File: src/rtl/alu_writeback.sv
// alu_writeback: the stage directly after the ALU. It owns the architectural
// state: a NREG x XLEN register file, the F1/F2 condition flags, the program
// counter and a retired-beat counter.
//
// Ports:
//   clock, reset       rising-edge clock, asynchronous active-high reset
//   valid_in           an ALU beat is present this cycle
//   instr, dest        opcode and destination index of the beat
//   C, F3              ALU result and condition output
//   addrch, naddr      ALU branch-taken flag and branch target
//   rs_a, rs_b         operand read indices
//   rd_a, rd_b, reg8   combinational reads (with same-cycle write bypass)
//   F1, F2             newest / previous condition flags
//   pc                 current program counter
//   flushing           high during the single cycle after a redirect
//   retired            count of committed beats (wraps at 2^32)
module alu_writeback #(
  parameter int              XLEN     = 64,
  parameter int              NREG     = 16,
  parameter logic [XLEN-1:0] RESET_PC = '0,
  parameter int              LINK_REG = 15
) (
  input  logic                    clock,
  input  logic                    reset,
  input  logic                    valid_in,
  input  logic [5:0]              instr,
  input  logic [$clog2(NREG)-1:0] dest,
  input  logic [XLEN-1:0]         C,
  input  logic                    F3,
  input  logic                    addrch,
  input  logic [XLEN-1:0]         naddr,
  input  logic [$clog2(NREG)-1:0] rs_a,
  input  logic [$clog2(NREG)-1:0] rs_b,
  output logic [XLEN-1:0]         rd_a,
  output logic [XLEN-1:0]         rd_b,
  output logic [XLEN-1:0]         reg8,
  output logic                    F1,
  output logic                    F2,
  output logic [XLEN-1:0]         pc,
  output logic                    flushing,
  output logic [31:0]             retired
);

  localparam int              IDX_W    = $clog2(NREG);
  localparam logic [IDX_W-1:0] LINK_IDX = IDX_W'(LINK_REG);
  localparam logic [IDX_W-1:0] R8_IDX   = IDX_W'(8);

  typedef enum logic {RUN, FLUSH} state_t;

  state_t            state_q, state_d;
  logic [XLEN-1:0]   regs_q [NREG];
  logic [XLEN-1:0]   pc_q, pc_d;
  logic              f1_q, f1_d, f2_q, f2_d;
  logic [31:0]       retired_q, retired_d;

  logic              accept;
  logic              redirect;
  logic              wr_en;
  logic [IDX_W-1:0]  wr_idx;
  logic [XLEN-1:0]   wr_data;
  logic [XLEN-1:0]   pc_plus1;

  function automatic logic op_writes(input logic [5:0] op);
    return (op <= 6'd7) || (op == 6'd16) || (op == 6'd17);
  endfunction

  function automatic logic op_flags(input logic [5:0] op);
    return (op >= 6'd8) && (op <= 6'd13);
  endfunction

  // Beat decode and write-port selection
  always_comb begin
    accept   = valid_in && (state_q == RUN);
    pc_plus1 = pc_q + XLEN'(1);
    redirect = accept && (addrch || (instr == 6'd6) || (instr == 6'd7));
    wr_en    = accept && op_writes(instr);
    // A call writes the return address into the link register, ignoring C
    wr_idx   = (instr == 6'd7) ? LINK_IDX : dest;
    wr_data  = (instr == 6'd7) ? pc_plus1 : C;
  end

  // Next-state logic: FLUSH always lasts exactly one cycle
  always_comb begin
    state_d   = RUN;
    pc_d      = pc_q;
    f1_d      = f1_q;
    f2_d      = f2_q;
    retired_d = retired_q;
    if (accept) begin
      retired_d = retired_q + 32'd1;
      pc_d      = redirect ? naddr : pc_plus1;
      if (op_flags(instr)) begin
        f2_d = f1_q;
        f1_d = F3;
      end
    end
    if (redirect) state_d = FLUSH;
  end

  always_ff @(posedge clock or posedge reset) begin
    if (reset) begin
      state_q   <= RUN;
      pc_q      <= RESET_PC;
      f1_q      <= 1'b0;
      f2_q      <= 1'b0;
      retired_q <= '0;
    end else begin
      state_q   <= state_d;
      pc_q      <= pc_d;
      f1_q      <= f1_d;
      f2_q      <= f2_d;
      retired_q <= retired_d;
    end
  end

  always_ff @(posedge clock or posedge reset) begin
    if (reset) begin
      for (int i = 0; i < NREG; i++) regs_q[i] <= '0;
    end else if (wr_en) begin
      regs_q[wr_idx] <= wr_data;
    end
  end

  // Read ports: forward the in-flight write so the ALU sees it this cycle
  always_comb begin
    rd_a = (wr_en && (wr_idx == rs_a))   ? wr_data : regs_q[rs_a];
    rd_b = (wr_en && (wr_idx == rs_b))   ? wr_data : regs_q[rs_b];
    reg8 = (wr_en && (wr_idx == R8_IDX)) ? wr_data : regs_q[R8_IDX];
  end

  assign F1       = f1_q;
  assign F2       = f2_q;
  assign pc       = pc_q;
  assign flushing = (state_q == FLUSH);
  assign retired  = retired_q;

endmodule

File: config.mk
export PLATFORM = sky130hd
export DESIGN_NAME = alu_writeback
export DESIGN_NICKNAME = d
export VERILOG_FILES = /design/src/rtl/alu_writeback.sv
export SDC_FILE = /design/constraint.sdc
export NUM_CORES = 2
export LEC_CHECK = 0
export CAP_MARGIN = 0
export CORE_ASPECT_RATIO = 1.25
export CORE_MARGIN = 8
export CORE_UTILIZATION = 35
export CTS_CLUSTER_SIZE = 8
export DETAILED_ROUTE_END_ITERATION = 10
export DONT_BUFFER_PORTS = 1
export PLACE_DENSITY = 0.51
export SLEW_MARGIN = 20
export SYNTH_ARGS = -nofsm -noshare
export SYNTH_HDL_FRONTEND = slang
export SYNTH_SLANG_ARGS = --single-unit
File: constraint.sdc
create_clock -name clock -period 44.7 [get_ports clock]
set_input_delay 0 -clock clock [delete_from_list [all_inputs] [get_ports clock]]
set_output_delay 0 -clock clock [all_outputs]
set_load 0.03 [all_outputs]
Yosys cells after proc, flatten, opt, wreduce, memory -nomap -nowiden
Index checks and enable logic that the tools add are counted.

word-level totals
  register bits = 1123
  input port bits = 151
  logic and storage cells = 70

cells by class
  $add $sub $neg = 2
  $lt $le $gt $ge = 7
  equality and inequality tests = 7
  muxes and demuxes = 16
  bitwise logic cells = 4
  reduce and logical (&&, ||, !) cells = 13

operator list
  cell                     number
  $bwmux W1024             1
  $mux W64                 10
  $bmux W64 S4             2
  $demux W64 S4            1
  $add A64 B1 Y64 const B  1
  $add A32 B1 Y32 const B  1
  $ge A5 B5 Y1 const B     3
  $not A4 Y5               3
  $eq A6 B3 Y1 const B     2
  $eq A6 B5 Y1 const B     2
  $eq A4 B4 Y1             2
  $logic_and A1 B1 Y1      8
  $ge A6 B4 Y1 const B     1
  $le A6 B3 Y1 const B     1
  $le A6 B4 Y1 const B     1
  $lt A5 B1 Y1 const B     1
  $eq A4 B4 Y1 const B     1
  $logic_or A1 B1 Y1       4
  $mux W4                  1
  $reduce_and A2 Y1        1
  $mux W1                  1
  $not A1 Y1               1

Logic depth before layout (Yosys ltp)
  depth after elaboration = 8
  mapped depth = 11
  gate-level depth less buffers = 7

Least setup slack after synthesis
No wires, ideal clock.

  path kind = register -> output
  from = register pc_q[0], in the netlist pc[0]
  to = output port rd_b[54]
  data arrival time = 3143 ps
  data required time = 44700 ps
  setup slack = 41557 ps
  stages on the path, launching flop included = 10
  path buffers = 2
  cell sequence = dfrtp_1 > ha_1 > nand3_1 > nor4_2 > buf_2 > and4_1 > buf_4 > nand3_1 > a211o_1 > o21ai_0

between the ends
  word-level cells in the longest chain between the ends = 3

RTL lines
  what                    line  text
  start, declared         52    logic [XLEN-1:0] pc_q, pc_d;
  start signal, assigned  109   pc_q <= pc_d;
  $add A64 B1 Y64         74    pc_plus1 = pc_q + XLEN'(1);
  $mux W64                79    wr_data = (instr == 6'd7) ? pc_plus1 : C;
  $mux W64                127   rd_b = (wr_en && (wr_idx == rs_b)) ? wr_data : regs_q[rs_b];
  end, declared           35    output logic [XLEN-1:0] rd_b,

No other way between the ends.

Worst setup path after layout
  from = register pc_q[2], in the netlist pc[2]
  to = output port rd_a[51]

between the ends
  word-level cells in the longest chain between the ends = 3

RTL lines
  what             line  text
  $add A64 B1 Y64  74
  $mux W64         79
  $mux W64         126   rd_a = (wr_en && (wr_idx == rs_a)) ? wr_data : regs_q[rs_a];
  end, declared    34    output logic [XLEN-1:0] rd_a,

No other way between the ends.

==> results.md <==
- Vias per inst: 6.00
- Num ports: 442
- CTS clk-pin slew, worst paths: 0.05 ns
- # nets final: between 5k and 6k
- Postcts setup bufs: 0
- Crit-path max cell delay: approximately 1 ns
- CP Class: reg2out
- Drt first-iter violations: between 4k and 5k
- R2R Setup Slk: around 40 ns
- Syn_area_per_cell: 10.9 sq um
- Layout cells sized above 1: 0.197
- Row cnt: 170
- Register area share after synthesis: 0.467
- Global Route Usage Sum: 0.250
- Hold Path Class: in2reg
- Fillers: 16.4k
- CP max-delay cell: nor3_1
- Setup slack after layout: about 39 ns
- Reg-to-Reg Start: flushing$_DFF_PP0_
- EDFF count, synth: 0
- GR peak layer: met2
- Share of the clock period used by the worst path: 0.118
- Mapped Area: roughly 0.060 sq mm
- CTS H-tree lvls: 4
- RD Place Congestion: slightly below 0.9
- CTS tree: yes
- Max-cap viol count: 0
- Post-layout util: 0.408
- HP Start: dest[3]
- Worst slew pin tran: around 1.2 ns
- Pwr/cell area: 39.9 mW/mm^2
- Met1 global-route usage: 0.335
- Top post-synthesis cells by area: dfrtp_1, mux4_2, o21ai_0
- Yosys warns: 0
- Clk root buf: clkbuf_16
- Max IR drop VDD: approximately 0.000031 V
- Place WS: approximately 40 ns
- Starting Density: 0.351
- Cells after synthesis: about 5.5k
- Final ANT Viol Nets: 0
- Synth async-reset ratio: 1.00
- Setup_tns: 0 ns
- Die W: roughly 390 um
- Top_reg_cell synth: dfrtp_1
- CP Launch Type: register
- Post-synth cell types: 66
- Crit path capture type: primary output
- Core area: 0.171 sq mm
- Most frequent cells in the layout: o21ai_0, nand2_1, dfrtp_1
- Total gr overflow: 0
- First drt pass iteration count: 6
- RSZ-0062 raised after global routing: false
- Layout Area Growth over Synthesis: 16.0%
- Vias: between 40k and 50k
- Max clock buf depth: 3
- Run status: finished, final reports clean
- DP HPWL: 142 mm
- Met2 usage: 0.391
- Worst-path cell chain: and4_1, nand4_1, nor3_1, nand3_1, mux2i_1, o21ai_0
- Die ar.: ~0.19 sq mm
- Area share of the largest cell type after synthesis: 0.467
- Dpl cells: 7401
- Slew Limit Headroom: 0.224
- Vias in the first global route: 47.7k
- TritonCTS Buffers: 159
- DRT Wirelength: between 200 and 250 mm
- Fmax: 189 MHz
- Post-synth net total: 5670
- Crit Path Max Fanout: 9
- Hold-fix buffers at CTS: between 200 and 300
- Most common cell after layout, fill and taps aside: o21ai_0
- CTS resizes: 0
- Tmin final: 5.29 ns
- Worst R2R End: regs_q[673]$_DFFE_PP0P_
- IO buf count: 0
- Setup violators final: 0
- Initial antenna violation count: 23
- First-pass GRT wire length: about 350 mm
- Worst hold slack: 0.0575 ns
- Chip height: ~480 um
- WL/cell: approximately 30 um
- Clk_lat worst skew: 0.80 ns
- Crit path DAT: approximately 5.3 ns
- Clock Skews: ~0.027 ns
- Leakage: ~29 nW
- Final slew viol count: 0
- R2r worst-path depth: 10
- Req. time, crit path: 44.70 ns
- Non-filler cells, final: slightly below 8k
- Count of final hold-check violations: 0
- FF+latch count, synth: 1123
- Residual DRC: 0
- Met3 Use GR: 0.0614
- Largest net degree at the start of global routing: about 260
- Sink Count: ~1.1k
- Hold Path Stages: 2
- Post-synth top area cell: dfrtp_1
- WHS Endpoint: regs_q[173]$_DFFE_PP0P_
-- registers in the layout (all words and copies together) (netlist names) --
signal,cells
pc,64
F2,1
regs_q,1024
F1,1
retired,32
flushing,1
-- critical path: cells and delay by family (launching register included) --
family,cells,cell delay (ns)
AO/OA/AOI/OAI,1,0.58
AND/OR/NAND/NOR,4,2.47
multiplexers,1,0.78
flip-flops,1,0.66
-- Yosys cell counts, types with 3 or more instances --
cell	n
nor4_1	16
o21ai_0	1296
dfrtp_1	1123
buf_1	66
and4_1	16
mux2i_1	27
xnor2_1	54
clkbuf_1	440
mux2_2	14
and2_1	6
nand2_1	1189
nand3_1	68
and3_1	19
a31oi_1	10
buf_2	40
inv_1	18
nor2_1	119
nor4_2	5
a22oi_1	10
nand4_1	41
a31o_2	5
a21oi_1	99
a21o_1	9
a211oi_1	6
o21ai_1	14
mux4_2	640
o22ai_1	27
nor3_1	24
or3_1	13
or2_2	3
o31ai_1	13
a2bb2oi_1	14
o32ai_1	4
o221ai_1	3
xor2_1	20
a211o_1	5
-- cells by family (layout without fill, tap and decap cells) --
group	Yosys count	in the layout	share of synthesized area
AOI/OAI and AO/OA	1528	1528	0.132
xor gates and xnor gates	74	74	0.0108
adders and majority gates	2	2	0.000416
buffers and inverters	569	669	0.0366
DFF	1123	1123	0.467
muxes	682	682	0.247
other	0	18	0
and+or+nand+nor	1539	1539	0.106
-- power by group --
group | switching (mW) | total [mW] | internal [mW]
clock | 0.458 | 1.10 | 0.643
sequential | 0.123 | 1.24 | 1.11
combinational | 0.241 | 0.446 | 0.204
total | 0.822 | 2.78 | 1.96
-- metrics by stage --
step / area [sq um] / power [mW]
after global routing: 69800 / 2.89
after global placement: 62700 / 1.65
after CTS: 69700 / 2.81
after floorplan: 60200 / 1.54
after detailed placement: 62700 / 1.67
final: 69800 / 2.78
-- final cells by class --
type,count,area (sq um),area share
Clock inverter,12,194,0.00278
Timing Repair Buffer,470,4290,0.0614
Antenna cell,18,45.0,0.000645
Sequential cell,1123,28100,0.403
Multi-Input combinational cell,3825,30200,0.433
Tap cell,2236,2800,0.0401
Clock buffer,169,4070,0.0583
Inverter,18,80.1,0.00115
-- how the worst max path moves through the flow --
stage	cells after the start	slack (ns)	end	startpoint
after detailed placement	6	39.91	pc[5]$_DFFE_PP0P_	reset
after floorplan	1	13.08	F1$_DFFE_PP0P_	reset
after global routing	7	39.27	reg8[8]	flushing$_DFF_PP0_
after global placement	6	39.95	retired[28]$_DFFE_PP0P_	reset
after CTS	6	39.48	rd_a[51]	pc[2]$_DFFE_PP0P_
final	6	39.41	rd_a[51]	pc[2]$_DFFE_PP0P_
-- metal layers --
layer,up-vias,routed length [um]
met4,12,9780
met3,478,19800
li1,20300,-
met5,-,74
met2,2141,109000
met1,24300,98000
Note: power is estimated with default switching activity, not from simulation.
